==> src/rtl/y86_dmem_arbiter_pkg.sv <==
// Shared definitions for the Y86 data-memory arbiter: status codes, FSM states,
// owner encoding and the default memory depth.
package y86_mem_pkg;

    localparam logic [2:0] STAT_AOK = 3'b000;
    localparam logic [2:0] STAT_INS = 3'b001;
    localparam logic [2:0] STAT_ADR = 3'b010;
    localparam logic [2:0] STAT_HLT = 3'b100;

    localparam int DEF_MEM_WORDS = 4096;

    typedef enum logic [1:0] {
        IDLE   = 2'd0,
        ACCESS = 2'd1,
        RESP   = 2'd2
    } state_e;

    typedef enum logic {
        OWN_P = 1'b0,
        OWN_D = 1'b1
    } owner_e;

endpackage

==> src/rtl/y86_dmem_arbiter_starve_ctr.sv <==
// Saturating counter of consecutive pipeline grants made while the debug port
// waits; sat tells the arbiter to hand the next slot to the debug port.
module y86_starve_ctr #(
    parameter int MAX_STARVE = 4
) (
    input  logic clk,
    input  logic rst_n,
    input  logic inc,
    input  logic clr,
    output logic sat
);

    localparam int CW = $clog2(MAX_STARVE + 1);
    localparam logic [CW-1:0] CNT_MAX = CW'(MAX_STARVE);

    logic [CW-1:0] cnt_q, cnt_d;

    always_comb begin
        cnt_d = cnt_q;
        if (clr) begin
            cnt_d = '0;
        end else if (inc && (cnt_q != CNT_MAX)) begin
            cnt_d = cnt_q + CW'(1);
        end
    end

    always_ff @(posedge clk or negedge rst_n) begin
        if (!rst_n) begin
            cnt_q <= '0;
        end else begin
            cnt_q <= cnt_d;
        end
    end

    assign sat = (cnt_q == CNT_MAX);

endmodule

==> src/rtl/y86_dmem_arbiter.sv <==
// Shares the single-port data memory between the pipeline memory stage (P) and
// the debug/loader port (D); every access takes IDLE -> ACCESS -> RESP.
module y86_dmem_arbiter
    import y86_mem_pkg::*;
#(
    parameter int MEM_WORDS  = DEF_MEM_WORDS,
    parameter int AW         = $clog2(MEM_WORDS),
    parameter int MAX_STARVE = 4
) (
    input  logic          clk,
    input  logic          rst_n,
    input  logic          p_req,
    input  logic          p_we,
    input  logic [63:0]   p_addr,
    input  logic [63:0]   p_wdata,
    output logic          p_done,
    output logic [63:0]   p_rdata,
    output logic [2:0]    p_stat,
    output logic          p_stall,
    input  logic          d_req,
    input  logic          d_we,
    input  logic [63:0]   d_addr,
    input  logic [63:0]   d_wdata,
    output logic          d_done,
    output logic [63:0]   d_rdata,
    output logic [2:0]    d_stat,
    output logic          mem_en,
    output logic          mem_we,
    output logic [AW-1:0] mem_addr,
    output logic [63:0]   mem_wdata,
    input  logic [63:0]   mem_rdata
);

    localparam logic [63:0] ADDR_LIMIT = 64'(MEM_WORDS);

    state_e        state_q, state_d;
    owner_e        owner_q, owner_d;
    logic          we_q, we_d;
    logic          err_q, err_d;
    logic [AW-1:0] addr_q, addr_d;
    logic [63:0]   wdata_q, wdata_d;

    logic arb, grant_p, grant_d, starve_sat;

    // D only displaces a concurrent P request once P has had its run of grants.
    assign arb     = (state_q == IDLE) && (p_req || d_req);
    assign grant_d = arb && d_req && (!p_req || starve_sat);
    assign grant_p = arb && !grant_d;

    y86_starve_ctr #(.MAX_STARVE(MAX_STARVE)) u_starve (
        .clk   (clk),
        .rst_n (rst_n),
        .inc   (grant_p && d_req),
        .clr   (grant_d || ((state_q == IDLE) && !d_req)),
        .sat   (starve_sat)
    );

    always_ff @(posedge clk or negedge rst_n) begin
        if (!rst_n) begin
            state_q <= IDLE;
            owner_q <= OWN_P;
            we_q    <= 1'b0;
            err_q   <= 1'b0;
            addr_q  <= '0;
            wdata_q <= '0;
        end else begin
            state_q <= state_d;
            owner_q <= owner_d;
            we_q    <= we_d;
            err_q   <= err_d;
            addr_q  <= addr_d;
            wdata_q <= wdata_d;
        end
    end

    // The range check is folded into err at latch time, so only AW address bits are kept.
    always_comb begin
        state_d = state_q;
        owner_d = owner_q;
        we_d    = we_q;
        err_d   = err_q;
        addr_d  = addr_q;
        wdata_d = wdata_q;
        case (state_q)
            IDLE: begin
                if (grant_d) begin
                    state_d = ACCESS;
                    owner_d = OWN_D;
                    we_d    = d_we;
                    err_d   = (d_addr >= ADDR_LIMIT);
                    addr_d  = d_addr[AW-1:0];
                    wdata_d = d_wdata;
                end else if (grant_p) begin
                    state_d = ACCESS;
                    owner_d = OWN_P;
                    we_d    = p_we;
                    err_d   = (p_addr >= ADDR_LIMIT);
                    addr_d  = p_addr[AW-1:0];
                    wdata_d = p_wdata;
                end
            end
            ACCESS:  state_d = RESP;
            RESP:    state_d = IDLE;
            default: state_d = IDLE;
        endcase
    end

    always_comb begin
        mem_en    = 1'b0;
        mem_we    = 1'b0;
        mem_addr  = '0;
        mem_wdata = '0;
        p_done    = 1'b0;
        p_rdata   = '0;
        p_stat    = STAT_AOK;
        d_done    = 1'b0;
        d_rdata   = '0;
        d_stat    = STAT_AOK;
        case (state_q)
            ACCESS: begin
                if (!err_q) begin
                    mem_en    = 1'b1;
                    mem_we    = we_q;
                    mem_addr  = addr_q;
                    mem_wdata = wdata_q;
                end
            end
            RESP: begin
                if (owner_q == OWN_P) begin
                    p_done  = 1'b1;
                    p_stat  = err_q ? STAT_ADR : STAT_AOK;
                    p_rdata = (!err_q && !we_q) ? mem_rdata : 64'd0;
                end else begin
                    d_done  = 1'b1;
                    d_stat  = err_q ? STAT_ADR : STAT_AOK;
                    d_rdata = (!err_q && !we_q) ? mem_rdata : 64'd0;
                end
            end
            default: ;
        endcase
    end

    assign p_stall = p_req && !p_done;

endmodule

==> config.mk <==
export PLATFORM = sky130hd
export DESIGN_NAME = y86_dmem_arbiter
export DESIGN_NICKNAME = d
export VERILOG_FILES = /design/src/rtl/y86_dmem_arbiter_pkg.sv /design/src/rtl/y86_dmem_arbiter_starve_ctr.sv /design/src/rtl/y86_dmem_arbiter.sv
export SDC_FILE = /design/constraint.sdc
export NUM_CORES = 1
export LEC_CHECK = 0
export BUFFER_PORTS_ARGS = -buffer_cell sky130_fd_sc_hd__buf_2
export CORE_AREA = 2 2 209 211
export CTS_BUF_LIST = sky130_fd_sc_hd__clkbuf_4
export DETAILED_ROUTE_END_ITERATION = 6
export DIE_AREA = 0 0 211 213
export PLACE_DENSITY = 0.41
export SLEW_MARGIN = 20
export SYNTH_ARGS = -nofsm -noshare
export SYNTH_HDL_FRONTEND = slang
export SYNTH_SLANG_ARGS = --single-unit
export TNS_END_PERCENT = 10
==> constraint.sdc <==
create_clock -name clk -period 2.2 [get_ports clk]
set_input_delay 0.11 -clock clk [delete_from_list [all_inputs] [get_ports clk]]
set_output_delay 0.11 -clock clk [all_outputs]
set_load 0.02 [all_outputs]
# After elaboration in Yosys (flattened, before gate mapping)
# Cells that the tools add are included.
dict set report totals {
  regBits 84
  in_bits 326
  out_inout_bits 215
  wordCells 74
}
dict set report op_classes {
  add_sub_neg 1
  magnitude_cmp 2
  n_eq_ne 5
  muxes 37
  n_reduce_logical 22
}
# operator count
set ops {}
lappend ops {{2-to-1 mux 64 bit} 9}
lappend ops {{greater-or-equal comparator 64 x 13 -> 1 bit (second input constant)} 2}
lappend ops {{2-to-1 mux 12 bit} 4}
lappend ops {{2-to-1 mux 1 bit} 14}
lappend ops {{2-to-1 mux 2 bit} 7}
lappend ops {{logical AND 1 bit} 9}
lappend ops {{logical NOT 1 bit} 6}
lappend ops {{2-to-1 mux 3 bit} 2}
lappend ops {{!= test 3 bit (second input constant)} 2}
lappend ops {{one-hot mux 2 bit (2 select lines)} 1}
lappend ops {{nonzero test 2 bit} 2}
lappend ops {{adder 3 x 1 -> 3 bit (second input constant)} 1}
lappend ops {{== test 3 bit (second input constant)} 1}
lappend ops {{logical OR 1 bit} 3}
lappend ops {{== test 2 x 1 -> 1 bit (second input constant)} 1}
lappend ops {{== test 2 bit (second input constant)} 1}
lappend ops {{logical NOT 2 bit} 1}
lappend ops {{AND reduction 2 bit} 1}

# Depth between registers and ports, before layout
# Gate-level depths: netlist (run 1).
dict set report depth {
  ltp_word 10
  ltp_mapped 9
  ltp_nobuf 6
}

# Modules after synthesis
# A second synthesis (run 1) with hierarchy kept.
dict set report hier_totals {
  hier_cells 658
  area_unflattened_um2 5597.9
}
# mod instances cells_each area_per_inst_um2 seq_area_each_um2
set modules_own_cells {}
lappend modules_own_cells {y86_dmem_arbiter 1 640 5400.2 2026.9}
lappend modules_own_cells {y86_starve_ctr 1 18 197.7 75.1}

# Worst setup path after synthesis (run 1)
# Ideal clock, no wire load.
dict set report synth_path {
  path_type {register -> register}
  start {register u_starve.cnt_q[0]}
  end {register addr_q[1]}
  setup_time_ps 132
  arrival_time_ps 1630
  required_ps 2068
  setup_slack_ps 438
  stages_incl_launch_ff 10
  path_buffers 3
  period_less_slack_ps 1762
  path_cell_list {dfrtp_1 > inv_1 > ha_1 > a21boi_1 > or2_1 > buf_2 > buf_6 > buf_6 > mux2i_1 > o21ai_1}
}
dict set report synth_between {
  elab_chain_cells 7
  elab_cells_between_ends 8
  cone_classes {eq/ne (1); mux (1); reduce/logical (6)}
}
# item line
set synth_lines {}
lappend synth_lines {{start, declared} y86_dmem_arbiter_starve_ctr.sv:16} ;# logic [CW-1:0] cnt_q, cnt_d;
lappend synth_lines {{start signal, assigned} y86_dmem_arbiter_starve_ctr.sv:31} ;# cnt_q <= cnt_d;
lappend synth_lines {{== test 3 bit (*)} y86_dmem_arbiter_starve_ctr.sv:35} ;# assign sat = (cnt_q == CNT_MAX);
lappend synth_lines {{logical OR 1 bit (*)} y86_dmem_arbiter.sv:47} ;# assign grant_d = arb && d_req && (!p_req || starve_sat);
lappend synth_lines {{logical AND 1 bit (*)} y86_dmem_arbiter.sv:47}
lappend synth_lines {{logical NOT 1 bit} y86_dmem_arbiter.sv:48} ;# assign grant_p = arb && !grant_d;
lappend synth_lines {{logical AND 1 bit} y86_dmem_arbiter.sv:48}
lappend synth_lines {{nonzero test 2 bit (no source line)} --}
lappend synth_lines {{AND reduction 2 bit (no source line)} --}
lappend synth_lines {{end signal, assigned} y86_dmem_arbiter.sv:71} ;# addr_q <= addr_d;
lappend synth_lines {{end, declared} y86_dmem_arbiter.sv:40} ;# logic [AW-1:0] addr_q, addr_d;
# Mark *: on every way between the ends. The rest lies on a longest branch, timed or not.
# A chain may end at the register's enable or synchronous reset.

# Worst setup path after layout (run 1)
dict set report layout_path {
  start {register err_q}
  end {output d_rdata[24]}
}
dict set report layout_between {
  elab_chain_cells 5
}
# item line
set layout_lines {}
lappend layout_lines {{start, declared} y86_dmem_arbiter.sv:39} ;# logic err_q, err_d;
lappend layout_lines {{start signal, assigned} y86_dmem_arbiter.sv:70} ;# err_q <= err_d;
lappend layout_lines {{logical NOT 1 bit} y86_dmem_arbiter.sv:136} ;# d_rdata = (!err_q && !we_q) ? mem_rdata : 64'd0;
lappend layout_lines {{logical AND 1 bit} y86_dmem_arbiter.sv:136}
lappend layout_lines {{2-to-1 mux 64 bit} y86_dmem_arbiter.sv:136}
lappend layout_lines {{2-to-1 mux 64 bit} y86_dmem_arbiter.sv:129} ;# if (owner_q == OWN_P) begin
lappend layout_lines {{2-to-1 mux 64 bit} y86_dmem_arbiter.sv:119} ;# case (state_q)
lappend layout_lines {{end, declared} y86_dmem_arbiter.sv:25} ;# output logic [63:0] d_rdata,
# No other way between the ends.

==> out/qor.yml, run 1 <==
status:
  status: "finished, final reports clean"
drt:
  drt_pass1_iterations: 4
  wl_per_cell_um: 16.8
  wl_mm: 31.5
  drcViolationCount: 0
  via_per_inst: 3.94
  route.vias.total: 7400
  drtAntennaViolNets: 0
  drt_iter0_drc: 199
layout:
  n_fill_cell: 4704
  final_util_pct: 25.2
  area_delta_synth_final_pct: 94.2
  nets: 1649
  drive_gt1_share_pct: 44.5
yosys:
  ys_warn_count: 0
  synth_cell_types: 30
  syn_area_sq_um: 5540
  synth_edf_count: 0
  yosys-top-cells-count: "and3_1 (128), dfrtp_1 (84), nand2_1 (82)"
  synth_cells: 654
  netlist_top_cells_area: "dfrtp_1 (38%), and3_1 (14%), mux2i_1 (14%), and2_1 (8.9%), nand2_1 (5.6%)"
  synth_area_leader_cell: "dfrtp_1"
  synth.avg_cell_area_sq_um: 8.48
  yosysTopAreaCellShare_pct: 37.9
  synth-seq-area-share_pct: 37.9
  async_reset_ff_share_pct: 100
  synth-main-ff-cell: "dfrtp_1"
  ys_ff_latch: 84
  synth_most_common_cell: "and3_1"
timing:
  relSlewSlack_pct: 62.3
  setup_viol: 0
  tightest_slew_ps: 561
  period_minus_slack_ps: 2070
  fmax_mhz: 483
  finalHoldViolations: 0
  finalMaxSlewViolations: 0
  finClkSkew_ps: 10.1
  rsz0062_at_grt: "yes"
  period_share_pct: 94.1
  setup_tns_ps: 0
flow_run:
  max_cap_violations: 0
clocking:
  clk_pin_slew_ps: 140
  cts_root_buf: "clkbuf_4"
  clock_path_buffers: 2
  insertion_delay_ps: 470
  numCtsBuffers: 9
  clock-sinks: 84
  htreeDepth: 3
  cts_tree: "yes"
global_route:
  grt_max_degree: 101
  grt_pass1_vias: 7473
  grt_usage_pct: 13.1
  antenna_found_initial: 5
  grt_overflow: 0
  grt_pass1_wl_mm: 44.4
floorplanning:
  row_count: 76
  io_pins: 541
  die-width_um: 211
  dieHeight_um: 213
  die_area_sq_um: 44900
  core_region_area_sq_um: 42700
  start_util_pct: 13.0
critical_path:
  critPathSlowestCell: "dfrtp_2"
  cp-end-kind: "output port"
  critPathKind: "reg -> out"
  cp_cell_sequence: "nor2_4 -> bufbuf_16 -> and3_1 -> buf_2"
  arrival_ps: 1960
  slowest_delay_ps: 500
  cp-start-kind: "register"
  crit_fanout: 64
  required_ps: 2090
placed_design:
  hpwl_mm: 23.4
  gp_congestion: 0.853
  io_buffer_count: 536
power:
  power.leakage_nw: 6.50
  p_per_area_nw_per_um2: 778
  max-vdd-ir-drop_mv: 0.507
min_path:
  min_path_type: "in -> reg"
-- flip-flops by register name, indices dropped and copies added (netlist names) --
register / flops
addr_q: 12
err_q: 1
owner_q: 1
state_q: 2
u_starve.cnt_q: 3
wdata_q: 64
we_q: 1
-- worst max-delay path: cells and delay by family (launching register included) --
family,cells,cell delay [ps]
simple gates,2,390
flops,1,500
buf+inv,2,590
-- worst paths after layout --
check,from,end,slack [ps],cells past startpoint
worst min-delay path,d_addr[24],err_q$_DFFE_PN0P_,80,5
worst max register to register,state_q[0]$_DFFE_PN0P_,wdata_q[9]$_DFFE_PN0P_,250,5
worst min register to register,wdata_q[40]$_DFFE_PN0P_,wdata_q[40]$_DFFE_PN0P_,490,2
worst max-delay path,err_q$_DFFE_PN0P_,d_rdata[24],130,4
max in group asynchronous,rst_n,wdata_q[33]$_DFFE_PN0P_,1400,3
min in group asynchronous,rst_n,wdata_q[1]$_DFFE_PN0P_,110,2
-- power by group --
part / switching (mW) / internal (mW)
Clock: 0.613 / 0.227
Combinational: 2.87 / 1.97
Sequential: 0.403 / 2.29
Total: 3.88 / 4.50
-- cell type report --
class                           instances  area [sq um]  share of cell area, %
Antenna cell                            4          10.0                 0.0930
Clock buffer                            9          67.6                  0.628
Clock inverter                          7          43.8                  0.407
Inverter                                3          11.3                  0.105
Multi-Input combinational cell        504          3200                   29.7
Sequential cell                        84          2100                   19.5
Tap cell                              546           683                   6.35
Timing Repair Buffer                  719          4650                   43.2
-- logic make-up after synthesis --
| group | Yosys count | share of synthesized area [%] |
|---|---|---|
| simple gates | 335 | 34.2 |
| other cells | 1 | 0.0676 |
| compound gates | 86 | 7.97 |
| fa+ha+maj | 2 | 0.451 |
| mux | 77 | 13.9 |
| flops | 84 | 37.9 |
| buf+inv | 69 | 5.53 |
-- repair_timing --
action,4_1_cts,5_1_grt
endpoints found under the setup margin,88,78
buffers inserted,5,0
cloned,3,0
pin swaps,2,0
hold endpoints to repair,164,0
hold buffers,158,0
resized for setup,7,8
-- layer usage --
metal	vias to the layer above	global-route usage, %	part of all wire [%]
li1	3615	-	-
met1	3427	14.9	41
met2	321	24.3	51
met3	35	2.46	5.4
met4	2	4.91	2.3
met5	-	0	0.041
-- metrics by stage --
stage / setup WS (ps) / cell area [sq um] / cells / power, mW / hold WS, ps
final: 130 / 10800 / 1876 / 8.38 / 77.7
after global routing: -31.6 / 10800 / 1875 / 9.10 / 62.4
after CTS: 8.82 / 10700 / 1872 / 8.55 / 3.38
after detailed placement: 290 / 8890 / 1690 / 7.05 / 92.4
after global placement: 303 / 8890 / 1690 / 6.99 / 91.4
after floorplan: 438 / 5560 / 657 / 5.29 / -186
-- cells in the final DEF (no fill, tap or decap), types with 3 or more instances in the layout --
cell type / count
nand4_1: 4
inv_1: 3
nor4_1: 26
and3_1: 122
and3_2: 6
o21ai_1: 19
conb_1: 4
buf_4: 13
clkbuf_4: 10
diode_2: 4
clkinv_2: 3
buf_12: 9
nand3_1: 3
buf_2: 533
nand2_1: 82
dlygate4sd3_1: 158
o21ai_0: 61
mux2i_1: 77
dfrtp_1: 82
and2_1: 79
No activity file was read; power rests on OpenSTA's default activity.
==> run 2: changes to the inputs <==
--- a/config.mk
+++ b/config.mk
@@ -8,9 +8,11 @@
 export BUFFER_PORTS_ARGS = -buffer_cell sky130_fd_sc_hd__buf_2
 export CORE_AREA = 2 2 209 211
 export CTS_BUF_LIST = sky130_fd_sc_hd__clkbuf_4
+export CTS_CLUSTER_SIZE = 25
 export DETAILED_ROUTE_END_ITERATION = 6
 export DIE_AREA = 0 0 211 213
 export PLACE_DENSITY = 0.41
+export RECOVER_POWER = 100
 export SLEW_MARGIN = 20
 export SYNTH_ARGS = -nofsm -noshare
 export SYNTH_HDL_FRONTEND = slang
==> run 2 against run 1 <==
Register-to-register slack worse by 70 ps; wire length decreased by 0.19%; first-iteration DRC count up 7.0%; non-clock buffer count did not move; final cell count did not move; critical path depth stayed put; worst hold slack better by 1.9 ps; sequential share of layout area increased by 0.078 points; clock skew is 0.76 ps higher; clock power is essentially flat; design area is 0.40% lower.
==> out/qor.yml, run 2 (synthesized netlist as in run 1, its figures left out) <==
placed_design:
  gp_congestion: 0.853  # unchanged
  placed_area_sq_um: 8890  # unchanged
  io_buffer_count: 536  # unchanged
  hpwl_mm: 23.4  # unchanged
clocking:
  insertion_delay_ps: 470  # about the same
  clock_path_buffers: 2  # unchanged
  numCtsBuffers: 9  # unchanged
  htreeDepth: 3  # unchanged
  cts_tree: "yes"
  cts_root_buf: "clkbuf_4"
  clk_pin_slew_ps: 140  # about the same
  clock-sinks: 84  # unchanged
floorplanning:
  core_region_area_sq_um: 42700  # unchanged
  dieHeight_um: 213  # unchanged
  start_util_pct: 13.0  # unchanged
  die-width_um: 211  # unchanged
  row_count: 76  # unchanged
  die_area_sq_um: 44900  # unchanged
  io_pins: 541  # unchanged
global_route:
  grt_pass1_wl_mm: 44.4  # unchanged
  antenna_found_initial: 5  # unchanged
  grt_usage_pct: 13.1  # unchanged
  grt_max_degree: 101  # unchanged
  grt_pass1_vias: 7473  # unchanged
  grt_overflow: 0  # unchanged
critical_path:
  setup.worst_path.end: "d_rdata[25]"
  critPathSlowestCell: "dfrtp_2"
  critPathLaunch: "err_q$_DFFE_PN0P_"
  arrival_ps: 1950  # about the same
  cp-start-kind: "register"
  critical-path-top-delay-family: "buffers and inverters"
  slowest_delay_ps: 500  # about the same
  reg2reg_depth: 7  # +2
  critPathKind: "reg -> out"
  r2r_setup_slack_ps: 180  # -70 ps
  path_buf_inv: 2  # unchanged
  cp_cell_sequence: "nor2_4 -> bufbuf_16 -> and3_1 -> buf_2"
  cp-end-kind: "output port"
  rr_startpoint: "u_starve.cnt_q[0]$_DFFE_PN0P_"
  cp_num_cells: 4  # unchanged
  worstReg2RegEnd: "wdata_q[63]$_DFFE_PN0P_"
  required_ps: 2090  # about the same
  crit_fanout: 64  # unchanged
drt:
  drtAntennaViolNets: 0  # unchanged
  drt_iter0_drc: 213  # +7.0%
  drt_pass1_iterations: 4  # unchanged
  via_per_inst: 3.96  # +0.38%
  route.vias.total: 7428  # +0.38%
  wl_mm: 31.4  # -0.19%
  drcViolationCount: 0  # unchanged
  wl_per_cell_um: 16.8  # -0.19%
power:
  power.leakage_nw: 6.48  # -0.31%
  clkPwrFrac_pct: 10.1  # about the same
  p_per_area_nw_per_um2: 774  # -0.58%
  swShare_pct: 46.4  # +0.059 points
  p_total_mw: 8.30  # -0.97%
  intPower_mw: 4.45  # -1.1%
  pwr-share-comb_pct: 57.4  # -0.4 points
  p_switching_mw: 3.85  # -0.85%
  seq_power_share_pct: 32.5  # +0.3 points
  max-vdd-ir-drop_mv: 0.502  # -0.85%
min_path:
  min_path_type: "in -> reg"
timing:
  period_share_pct: 93.9  # -0.23 points
  setup_viol: 0  # unchanged
  finalMaxSlewViolations: 0  # unchanged
  finClkSkew_ps: 10.9  # +0.756 ps
  tightest_slew_ps: 833  # +273 ps
  setup_tns_ps: 0  # unchanged
  relSlewSlack_pct: 44.4  # -18 points
  finalHoldViolations: 0  # unchanged
  hold_slack_ps: 79.6  # +1.88 ps
  rsz0062_at_grt: "yes"
  period_minus_slack_ps: 2060  # -5.09 ps
  fmax_mhz: 484  # +0.25%
layout:
  final_cell_mix: "buf_2 (532), dlygate4sd3_1 (158), and3_1 (122)"
  final_common_cell: "buf_2"
  regMostFlops: "wdata_q"
  reg_top3: "wdata_q: 64 flops, addr_q: 12 flops, u_starve.cnt_q: 3 flops"
  fin_area_sq_um: 10700  # -0.40%
  nets: 1649  # unchanged
  area_delta_synth_final_pct: 93.4
  drive_gt1_share_pct: 44.3  # -0.23 points
  final_util_pct: 25.1  # -0.10 points
  largest_reg_flops: 64  # unchanged
status:
  status: "finished, final reports clean"
flow_run:
  max_cap_violations: 0  # unchanged
[run 2: how the worst min path moves through the flow]
| stage | from | end | slack (ps) | depth (start not counted) |
|---|---|---|---|---|
| floorplan | rst_n | addr_q[0]$_DFFE_PN0P_ | -190 | 0 |
| global placement | rst_n | wdata_q[0]$_DFFE_PN0P_ | 90 | 1 |
| detailed placement | rst_n | wdata_q[0]$_DFFE_PN0P_ | 90 | 1 |
| CTS | d_addr[24] | err_q$_DFFE_PN0P_ | 3 | 5 |
| global route | d_addr[24] | err_q$_DFFE_PN0P_ | 60 | 5 |
| finish | d_addr[24] | err_q$_DFFE_PN0P_ | 80 | 5 |
[run 2: timing repair]
item                       CTS  global route
hold endpoints to repair   164             0
cloned                       3             0
resized for setup            7             8
setup endpoints to repair   88            78
pin swaps                    2             0
setup buffers                5             0
hold buffers               158             0
[run 2: per-layer routing]
metal | vias to the layer above | track usage [%] | part of all wire (%)
met5 | - | 0 | 0.041
met4 | 2 | 4.91 | 2.3
met3 | 33 | 2.46 | 5.4
met2 | 323 | 24.3 | 51
met1 | 3456 | 14.9 | 41
li1 | 3614 | - | -
[run 2: layout make-up]
class | count | area [sq um]
Sequential cell | 84 | 2100
Clock buffer | 9 | 67.6
Tap cell | 546 | 683
Fill cell | 4708 | 32000
Multi-Input combinational cell | 504 | 3190
Antenna cell | 4 | 10.0
Timing Repair Buffer | 719 | 4620
Inverter | 3 | 11.3
Clock inverter | 7 | 43.8
[run 2: power groups by stage]
stage,logic [mW],registers (mW),clock network [mW]
detailed placement,4.32,2.73,0
global route,5.26,2.80,0.961
finish,4.76,2.70,0.838
global placement,4.29,2.70,0
floorplan,2.72,2.57,0
CTS,4.92,2.71,0.920
[run 2: per-stage QoR]
stage,instances,setup WS (ps)
floorplan,657,438
global placement,1690,303
detailed placement,1690,290
CTS,1872,8.82
global route,1875,-31.6
finish,1876,135
[run 2: worst register-to-register path: cells and delay by family, from the launching register on]
family / cells / cell delay, ps
and+or+nand+nor: 1 / 340
muxes: 1 / 250
AOI/OAI and AO/OA: 2 / 300
adders and majority gates: 1 / 180
DFF: 1 / 400
buffers and inverters: 2 / 430
==> run 3: changes to the inputs <==
--- a/config.mk
+++ b/config.mk
@@ -5,12 +5,13 @@
 export SDC_FILE = /design/constraint.sdc
 export NUM_CORES = 1
 export LEC_CHECK = 0
+export ABC_AREA = 1
 export BUFFER_PORTS_ARGS = -buffer_cell sky130_fd_sc_hd__buf_2
-export CORE_AREA = 2 2 209 211
+export CORE_AREA = 2 2 212 214
 export CTS_BUF_LIST = sky130_fd_sc_hd__clkbuf_4
 export CTS_CLUSTER_SIZE = 25
 export DETAILED_ROUTE_END_ITERATION = 6
-export DIE_AREA = 0 0 211 213
+export DIE_AREA = 0 0 214 216
 export PLACE_DENSITY = 0.41
 export RECOVER_POWER = 100
 export SLEW_MARGIN = 20
==> run 3 against run 2 <==
Clock skew rose by 13 ps; highest routed layer is now met4; global-route usage rose by 0.68 points; final cell count up 14%; total power increased by 12%; synthesized cell count up 34%; worst setup slack worse by 22 ps; clock-buffer cell count is the same.
==> out/qor.yml, run 3 <==
placed_design:
  place_inst: 1964  # +16%
  gp_congestion: 0.969  # +14%
  hpwl_mm: 24.2  # +3.3%
  io_buffer_count: 536  # unchanged
power:
  pwr-share-comb_pct: 60.1  # +2.7 points
  intPower_mw: 4.89  # +9.9%
  swShare_pct: 47.4  # +1.0 points
  max-vdd-ir-drop_mv: 0.477  # -5.0%
  p_switching_mw: 4.41  # +15%
  p_total_mw: 9.30  # +12%
  p_per_area_nw_per_um2: 850  # +9.8%
  seq_power_share_pct: 27.1  # -5.4 points
  power.leakage_nw: 5.54  # -15%
  clkPwrFrac_pct: 12.8  # +2.7 points
clocking:
  clk_pin_slew_ps: 160  # +20 ps
  insertion_delay_ps: 510  # +40 ps
  htreeDepth: 3  # unchanged
  numCtsBuffers: 9  # unchanged
  clock_path_buffers: 2  # unchanged
  clock-sinks: 84  # unchanged
  cts_root_buf: "clkbuf_4"
  cts_tree: "yes"
layout:
  area_delta_synth_final_pct: 92.4
  nets: 1874  # +14%
  final_common_cell: "buf_2"
  n_fill_cell: 4876  # +3.6%
  final_cells: 2146  # +14%
  drive_gt1_share_pct: 38.3  # -5.9 points
  reg_top3: "wdata_q: 64 flops, addr_q: 12 flops, u_starve.cnt_q: 3 flops"
  final_cell_mix: "buf_2 (378), nor2_1 (348), dlygate4sd3_1 (156)"
  regMostFlops: "wdata_q"
  largest_reg_flops: 64  # unchanged
timing:
  tightest_slew_ps: 1230  # +393 ps
  fmax_mhz: 479  # -1.1%
  rsz0062_at_grt: "yes"
  period_share_pct: 94.9  # +1.0 points
  finalMaxSlewViolations: 0  # unchanged
  relSlewSlack_pct: 18.2  # -26 points
  setup_tns_ps: 0  # unchanged
  setup_viol: 0  # unchanged
  hold_slack_ps: 77.3  # -2.26 ps
  finClkSkew_ps: 24.3  # +13.4 ps
  finalHoldViolations: 0  # unchanged
  period_minus_slack_ps: 2090  # +22.0 ps
global_route:
  antenna_found_initial: 5  # unchanged
  grt_overflow: 0  # unchanged
  grt_usage_pct: 13.8  # +0.68 points
  grt_max_degree: 74  # -27%
  grt_pass1_wl_mm: 49.4  # +11%
  grt_pass1_vias: 8777  # +17%
drt:
  drt_iter0_drc: 341  # +60%
  via_per_inst: 3.88  # -2.1%
  drt_pass1_iterations: 4  # unchanged
  route.vias.total: 8318  # +12%
  wl_mm: 32.6  # +3.7%
  drtAntennaViolNets: 0  # unchanged
  wl_per_cell_um: 15.2  # -9.3%
  drcViolationCount: 0  # unchanged
yosys:
  yosys-top-cells-count: "nor2_1 (356), nand2_1 (104), inv_1 (91)"
  synth_area_leader_cell: "dfrtp_1"
  async_reset_ff_share_pct: 100  # unchanged
  syn_area_sq_um: 5690  # +2.6%
  synth_edf_count: 0  # unchanged
  netlist_top_cells_area: "dfrtp_1 (37%), nor2_1 (23%), nand2_1 (6.9%), inv_1 (6.0%), o22ai_1 (5.8%)"
  synth.avg_cell_area_sq_um: 6.48  # -24%
  synth-seq-area-share_pct: 37.0  # -0.95 points
  yosysTopAreaCellShare_pct: 37.0  # -0.95 points
  synth_cell_types: 24  # -20%
  synth_cells: 877  # +34%
  synth_most_common_cell: "nor2_1"
  ys_ff_latch: 84  # unchanged
  synth-main-ff-cell: "dfrtp_1"
  ys_warn_count: 0  # unchanged
critical_path:
  cp_cell_sequence: "buf_4 -> nor2_2 -> nand3_2 -> buf_6 -> buf_6 -> nor2_1 -> o22ai_2"
  cp-start-kind: "register"
  critPathKind: "reg -> reg"
  critical-path-top-delay-family: "simple AND/OR/NAND/NOR gates"
  path_buf_inv: 3  # +1
  critPathSlowestCell: "dfrtp_1"
  cpMostUsedCell: "buf_6"
  slowest_delay_ps: 430  # -70 ps
  arrival_ps: 2480  # +530 ps
  crit_fanout: 30  # -53%
  cp-end-kind: "register"
  required_ps: 2590  # +500 ps
floorplanning:
  core_region_area_sq_um: 43800  # +2.7%
  start_util_pct: 13.0  # about the same
  io_pins: 541  # unchanged
  row_count: 77  # +1.3%
  die_area_sq_um: 46200  # +2.9%
  die-width_um: 214  # +1.4%
  dieHeight_um: 216  # +1.4%
flow_run:
  max_cap_violations: 0  # unchanged
status:
  status: "finished, final reports clean"
min_path:
  min_path_type: "in -> reg"
-- run 3: changes by cell type in the layout (fill, tap and decap cells not counted), sizes merged, moves of 77 or more --
cell / before / now
nor2: 2 / 359
clkbuf: 15 / 156
buf: 553 / 416
and3: 128 / 0
inv: 3 / 93
and2: 79 / 2
mux2i: 77 / 0
-- run 3: worst reg2reg max path: cells and delay by family, from the launching register on --
kind / cells / cell delay, ps
buffers and inverters: 3 / 660
AO/OA/AOI/OAI: 1 / 90
flip-flops: 1 / 430
AND/OR/NAND/NOR: 3 / 790
-- run 3: logic make-up after synthesis --
kind of cell	after synthesis	share of synthesized area, %
flip-flops	84	37.0
AO/OA/AOI/OAI	162	18.8
buffers and inverters	157	12.0
other	1	0.0659
adder cells (fa/ha/maj)	2	0.440
AND/OR/NAND/NOR	471	31.7
-- run 3: cell type report --
class,count,area (sq um),share of cell area (%)
repair buffers,719,4610,42.1
multi-input cells,639,2950,26.9
flip-flops and latches,84,2100,19.2
well taps,592,741,6.77
inverters,92,353,3.22
clock inverters,5,103,0.938
clock buffers,9,67.6,0.617
diodes,5,12.5,0.114
repair inverters,1,6.26,0.0572
-- run 3: routing by layer --
metal  GRT usage (%)  part of all wire (%)  vias to the layer above
met5               0                     0                        -
met4            6.81                   4.2                        0
met3            2.95                   5.6                       54
met2            25.7                    51                      382
met1            14.7                    39                     3799
li1                -                     -                     4083
-- run 3: power groups by stage --
stage,logic [mW],clock network (mW),registers (mW)
6_report,5.59,1.19,2.52
4_1_cts,5.72,1.31,2.52
2_1_floorplan,3.46,0,2.50
3_5_place_dp,5.31,0,2.56
3_3_place_gp,5.29,0,2.55
5_1_grt,6.17,1.34,2.61
-- run 3: metrics by stage --
step	instance area, sq um	utilization, %	setup WS [ps]
3_3_place_gp	9130	20.8	283
5_1_grt	10900	25.0	-50.4
2_1_floorplan	5700	-	480
6_report	10900	25.0	113
3_5_place_dp	9130	20.8	337
4_1_cts	11000	25.1	18.0
-- run 3: what timing repair did --
item	CTS	global route
hold buffers	156	0
gates resized for setup	21	20
gates cloned	2	0
pin swaps	2	1
buffers inserted	5	0
hold endpoints to repair	118	0
endpoints found under the setup margin	112	39
-- run 3: final timing paths --
path                                        start                             to  slack, ps  cells past startpoint
max                        state_q[0]$_DFFE_PN0P_        wdata_q[59]$_DFFE_PN0P_        110                      7
min                                         p_req  u_starve.cnt_q[2]$_DFFE_PN0P_         80                      5
max reg2reg                state_q[0]$_DFFE_PN0P_        wdata_q[59]$_DFFE_PN0P_        110                      7
min reg2reg                state_q[1]$_DFFE_PN0P_         state_q[1]$_DFFE_PN0P_        520                      1
max in group asynchronous                   rst_n        wdata_q[38]$_DFFE_PN0P_        420                      3
min in group asynchronous                   rst_n        wdata_q[39]$_DFFE_PN0P_        380                      2
